==> src/rtl/baud_gen_frac.sv <==
// Fractional baud-rate generator.
// Produces an oversample tick (os_tick) and a bit tick (baud_tick) from a
// divisor of the form div + frac/OS. A phase accumulator spreads the
// fractional part across the OS oversample periods of a bit. Every bit
// therefore lasts exactly OS*div + frac enabled cycles.
module baud_gen_frac #(
  parameter int OS    = 16,
  parameter int DIV_W = 14,
  parameter int DIV0  = 812,
  parameter int FRAC0 = 12,
  parameter int DIV1  = 40,
  parameter int FRAC1 = 12,
  parameter int DIV2  = 20,
  parameter int FRAC2 = 7,
  parameter int DIV3  = 10,
  parameter int FRAC3 = 3
) (
  input  logic                    clock,
  input  logic                    rst,
  input  logic                    en,
  input  logic                    sync,
  input  logic [1:0]              baud_rate,
  input  logic                    custom_en,
  input  logic [DIV_W-1:0]        custom_div,
  input  logic [$clog2(OS)-1:0]   custom_frac,
  output logic                    os_tick,
  output logic                    baud_tick,
  output logic [$clog2(OS)-1:0]   os_phase,
  output logic                    cfg_err
);

  localparam int FRAC_W = $clog2(OS);

  // Divisor of the power-on configuration, clamped like any other load.
  localparam logic [DIV_W-1:0] RST_DIV  = (DIV0 < 2) ? DIV_W'(2) : DIV_W'(DIV0);
  localparam logic [FRAC_W-1:0] RST_FRAC = FRAC_W'(FRAC0);
  localparam logic [FRAC_W-1:0] LAST_PH  = FRAC_W'(OS - 1);

  // Selected source (sampled only on load events)
  logic [DIV_W-1:0]  sel_div;
  logic [FRAC_W-1:0] sel_frac;
  logic              sel_clamp;
  logic [DIV_W-1:0]  sel_eff;

  // State
  logic [DIV_W-1:0]  cnt_reg, cnt_next;
  logic [FRAC_W-1:0] acc_reg, acc_next;
  logic [FRAC_W-1:0] ph_reg, ph_next;
  logic [DIV_W-1:0]  div_reg, div_next;
  logic [FRAC_W-1:0] frac_reg, frac_next;
  logic              load_pending_reg, load_pending_next;
  logic              os_tick_reg, os_tick_next;
  logic              baud_tick_reg, baud_tick_next;
  logic [FRAC_W-1:0] os_phase_reg, os_phase_next;
  logic              cfg_err_reg, cfg_err_next;

  // Decoded events
  logic              term;
  logic              is_baud;
  logic              load;
  logic [FRAC_W:0]   acc_sum;
  logic              carry;

  // Pick the divisor source: custom registers or one of four presets.
  always_comb begin
    sel_div  = DIV_W'(DIV0);
    sel_frac = FRAC_W'(FRAC0);
    if (custom_en) begin
      sel_div  = custom_div;
      sel_frac = custom_frac;
    end else begin
      case (baud_rate)
        2'd0: begin sel_div = DIV_W'(DIV0); sel_frac = FRAC_W'(FRAC0); end
        2'd1: begin sel_div = DIV_W'(DIV1); sel_frac = FRAC_W'(FRAC1); end
        2'd2: begin sel_div = DIV_W'(DIV2); sel_frac = FRAC_W'(FRAC2); end
        default: begin sel_div = DIV_W'(DIV3); sel_frac = FRAC_W'(FRAC3); end
      endcase
    end
  end

  // A divisor below 2 cannot produce distinct ticks; clamp and flag it.
  assign sel_clamp = (sel_div < DIV_W'(2));
  assign sel_eff   = sel_clamp ? DIV_W'(2) : sel_div;

  // Terminal count, bit boundary and fractional carry.
  assign term    = en && !sync && !load_pending_reg && (cnt_reg == '0);
  assign is_baud = term && (ph_reg == LAST_PH);
  assign load    = sync || (en && load_pending_reg) || is_baud;
  assign acc_sum = {1'b0, acc_reg} + {1'b0, frac_reg};
  assign carry   = acc_sum[FRAC_W];

  // Next-state: sync beats terminal count; en low freezes everything.
  always_comb begin
    cnt_next          = cnt_reg;
    acc_next          = acc_reg;
    ph_next           = ph_reg;
    div_next          = div_reg;
    frac_next         = frac_reg;
    load_pending_next = load_pending_reg;
    os_tick_next      = 1'b0;
    baud_tick_next    = 1'b0;
    os_phase_next     = os_phase_reg;
    cfg_err_next      = cfg_err_reg;

    if (load) begin
      div_next     = sel_eff;
      frac_next    = sel_frac;
      cfg_err_next = sel_clamp;
    end

    if (sync) begin
      cnt_next          = sel_eff - DIV_W'(1);
      acc_next          = '0;
      ph_next           = '0;
      os_phase_next     = '0;
      load_pending_next = 1'b0;
    end else if (en) begin
      if (load_pending_reg) begin
        cnt_next          = sel_eff - DIV_W'(1);
        load_pending_next = 1'b0;
      end else if (cnt_reg == '0) begin
        os_tick_next   = 1'b1;
        baud_tick_next = is_baud;
        acc_next       = acc_sum[FRAC_W-1:0];
        ph_next        = ph_reg + FRAC_W'(1);
        // os_phase reports the slot of the tick just emitted, so it reads
        // OS-1 while baud_tick is high.
        os_phase_next  = ph_reg;
        // At a bit boundary the new divisor takes over immediately; the
        // carry is the last fractional cycle owed by the finishing bit.
        if (is_baud) begin
          cnt_next = sel_eff - DIV_W'(1) + DIV_W'(carry);
        end else begin
          cnt_next = div_reg - DIV_W'(1) + DIV_W'(carry);
        end
      end else begin
        cnt_next = cnt_reg - DIV_W'(1);
      end
    end
  end

  // State and output registers with asynchronous reset.
  always_ff @(posedge clock or posedge rst) begin
    if (rst) begin
      cnt_reg          <= '0;
      acc_reg          <= '0;
      ph_reg           <= '0;
      div_reg          <= RST_DIV;
      frac_reg         <= RST_FRAC;
      load_pending_reg <= 1'b1;
      os_tick_reg      <= 1'b0;
      baud_tick_reg    <= 1'b0;
      os_phase_reg     <= '0;
      cfg_err_reg      <= 1'b0;
    end else begin
      cnt_reg          <= cnt_next;
      acc_reg          <= acc_next;
      ph_reg           <= ph_next;
      div_reg          <= div_next;
      frac_reg         <= frac_next;
      load_pending_reg <= load_pending_next;
      os_tick_reg      <= os_tick_next;
      baud_tick_reg    <= baud_tick_next;
      os_phase_reg     <= os_phase_next;
      cfg_err_reg      <= cfg_err_next;
    end
  end

  assign os_tick   = os_tick_reg;
  assign baud_tick = baud_tick_reg;
  assign os_phase  = os_phase_reg;
  assign cfg_err   = cfg_err_reg;

endmodule

==> config.mk <==
export PLATFORM = sky130hd
export DESIGN_NAME = baud_gen_frac
export DESIGN_NICKNAME = d
export VERILOG_FILES = /design/src/rtl/baud_gen_frac.sv
export SDC_FILE = /design/constraint.sdc
export NUM_CORES = 1
export LEC_CHECK = 0
export ABC_AREA = 1
export CORE_ASPECT_RATIO = 0.6
export CORE_MARGIN = 2
export CORE_UTILIZATION = 55
export DETAILED_ROUTE_END_ITERATION = 8
export GPL_TIMING_DRIVEN = 0
export PLACE_DENSITY = 0.76
export SYNTH_ARGS = -nofsm -noshare
export SYNTH_HDL_FRONTEND = slang
export SYNTH_SLANG_ARGS = --single-unit
==> constraint.sdc <==
create_clock -name clock -period 6.3 [get_ports clock]
set_clock_uncertainty 0.05 [all_clocks]
set_input_delay 1.26 -clock clock [delete_from_list [all_inputs] [get_ports clock]]
set_output_delay 1.26 -clock clock [all_outputs]
set_load 0.02 [all_outputs]
==> flow_summary.toml <==
[setup_path]
slowest_stage = "clkdlybuf4s50_1"
startpoint_type = "primary input"
critical_path_required_ns = 6.49
cp_slowest_stage_delay_ns = 0.56
path_class = "in2reg"
worst_ep_arrival_time_ns = 4.65
crit_path_end_kind = "flop"
cp_top_family = "simple AND/OR/NAND/NOR gates"
cp_max_fo = 11
crit_buf_inv = 4
worstPathCellList = "clkdlybuf4s50_1 > inv_2 > nand2_2 > nand2_2 > nand2_1 > nor2_2 > nand3_4 > nand3_4 > ha_1 > inv_1 > xor2_1 > nand3_1 > inv_1 > nand4_2 > nor2_4 > nand2_2 > o21bai_1 > nand3_1 > o211ai_1 > nand2_1 > nand2_1"

[placement]
post-dp-hpwl_mm = 8.252
numPortBuffers = 31
dp_cells = 657
place_congestion = 0.9343
place_ws_ns = 1.599

[logic_synthesis]
yosys.area_share.adder = 0.04080
ys_ff_latch = 48
ys_top_cells_by_area = "dfrtp_1 26%, nand2_1 12%, inv_1 7.1%"
synth_area_um2 = 3864
synth-xor-area-share = 0.06250
synth.largest_area_cell = "dfrtp_1"
synth_cells = 538
synth_top_cell_area_share = 0.2591
yosysMostFrequentCell = "nand2_1"
synth.area.mux_share = 0
async_reset_ff_frac = 1.000
yosys.cell_types.count = 47
synth_commonest_cells = "124 x nand2_1, 73 x inv_1, 43 x nor2_1, 40 x dfrtp_1, 40 x nand3_1"
synthSimpleGateAreaFrac = 0.3455
synth_nets = 575
yosys_warnings = 0
avgSynthCellArea_um2 = 7.182
synth_top_family_by_area = "simple AND/OR/NAND/NOR gates"
ys_seq_area_frac = 0.3135
synth-compound-area-share = 0.1409
synth_edf_count = 0
synthFlopType = "dfrtp_1"

[sta]
rsz0062_at_grt = "false"
period_share = 0.7084
max_freq_mhz = 224.1
finalCriticalPeriod_ns = 4.463
worst_slew_pin_slew_ns = 0.7135
final.setup.worst_slack_ns = 1.837
maxSlewHeadroom = 0.5226
slew_violations = 0
setup_viol = 0
tns_ns = 0
hold_viol = 0

[cells_and_area]
layout.nets = 614
area_growth_pct = 15.35
n_antenna_cell = 0
layout-drive-gt1-share = 0.1367
stdcell_count = 665

[route]
wl_mm = 10.33
wl_per_cell_um = 15.53
dr.pass1.iters = 4
via_per_inst = 5.624
route.antenna.remaining_nets = 0
route.detailed.drc = 0
via_count = 3740
drtIter0Drc = 334

[clock_network]
cts_root_buf = "clkbuf_16"
post_cts_resized = 0
htree_num_levels = 2
cts_max_path_buffers = 2
cts_setup_buffers = 0
ctsHoldBuffers = 0
clkTransAtPathRegs_ns = 0.07
clock_sinks = 48
insertion_delay_ns = 0.30
tritoncts = "done"
numCtsBuffers = 5

[global_routing]
grt_antenna_before_repair = 0
grt_remaining_overflow = 0
grt_pass1_wl_mm = 17.31
grt_max_degree = 36
grt_pass1_vias = 3629
grt_use_total = 0.2893

[power]
power.density_nw_per_um2 = 199.5
irDropWorstVdd_uv = 123.3
power_uw = 889.0
power.leakage_nw = 2.100

[worst_hold_path]
hp-class = "reg2reg"

[flow_run]
cap_viol_max_count = 0

[floorplan]
core_area_um2 = 6734
die_w_um = 112.2
die_h_um = 68.92
dieArea_um2 = 7733
start_util = 0.5738
io_pins = 32
rows = 23

[run_status]
outcome = "complete, no violations"
==> layout make-up <==
class                   instances  area, um^2
multi-input cells             396        2278
fillers                       616        2277
inverters                      86       325.3
plain buffers                   8       48.80
repair buffers                 32       330.3
well taps                      87       108.9
clock inverters                 2       15.01
clock buffers                   6       138.9
flip-flops and latches         48        1211
==> per-layer routing <==
layer | vias up | track usage | share of wire
met5 | - | 0 | 0
met4 | 0 | 0.06555 | 0.0089
met3 | 10 | 0.05420 | 0.065
met2 | 117 | 0.4736 | 0.42
met1 | 1770 | 0.4059 | 0.50
li1 | 1843 | - | -
==> final timing paths <==
path,cells after the start,to,start,slack [ns]
setup / recovery,21,cnt_reg[11],custom_en,1.84
hold / removal,2,os_phase[0],os_phase[0],0.43
setup reg to reg,16,cnt_reg[12],acc_reg[0],2.61
hold reg to reg,2,os_phase[0],os_phase[0],0.43
max in group asynchronous,3,div_reg[5],rst,4.47
min in group asynchronous,2,acc_reg[2],rst,1.17
==> worst reg2reg max path, delay by kind of cell, from the launching register on <==
family                   cells  cell delay [ns]
AND/OR/NAND/NOR              9             1.27
adder cells (fa/ha/maj)      4             1.13
AO/OA/AOI/OAI                2             0.57
flip-flops                   1             0.39
XOR/XNOR                     1             0.18
==> logic make-up after synthesis <==
| logic type | count (synthesis) |
|---|---|
| simple gates | 268 |
| buf+inv | 94 |
| compound gates | 91 |
| flops | 48 |
| xor+xnor | 25 |
| fa+ha+maj | 12 |
==> cells in the final DEF (no fill, tap or decap), types with 3 or more instances in the layout <==
cell type	count
a31oi_1	6
nand2_1	124
o21ai_1	7
nor2_1	43
o21ai_0	33
nand3_1	40
dfstp_2	8
nand4_1	10
nand3_2	7
nor2_4	4
clkbuf_16	5
inv_1	72
a22o_1	3
inv_2	12
o21bai_1	3
xor2_1	15
xnor2_1	7
clkbuf_1	5
nand2_2	13
nand3_4	4
o211ai_1	10
nor2_2	5
ha_1	11
nor3_1	7
dfrtp_1	40
a21oi_1	16
clkdlybuf4s50_1	31
==> where the power goes <==
part           total, mW  switching [mW]  internal, mW
Sequential         0.369          0.0273         0.341
Clock              0.284           0.126         0.158
Combinational      0.237           0.147        0.0891
Total              0.889           0.300         0.589
==> stage by stage <==
stage	area, um^2	hold slack, ns	utilization
2_1_floorplan	3864	0.4030	-
3_3_place_gp	4283	0.4145	0.6360
3_5_place_dp	4303	0.4222	0.6390
4_1_cts	4457	0.4396	0.6618
5_1_grt	4457	0.4582	0.6618
6_report	4457	0.4336	0.6618
Power figures use the tool's default switching activity.
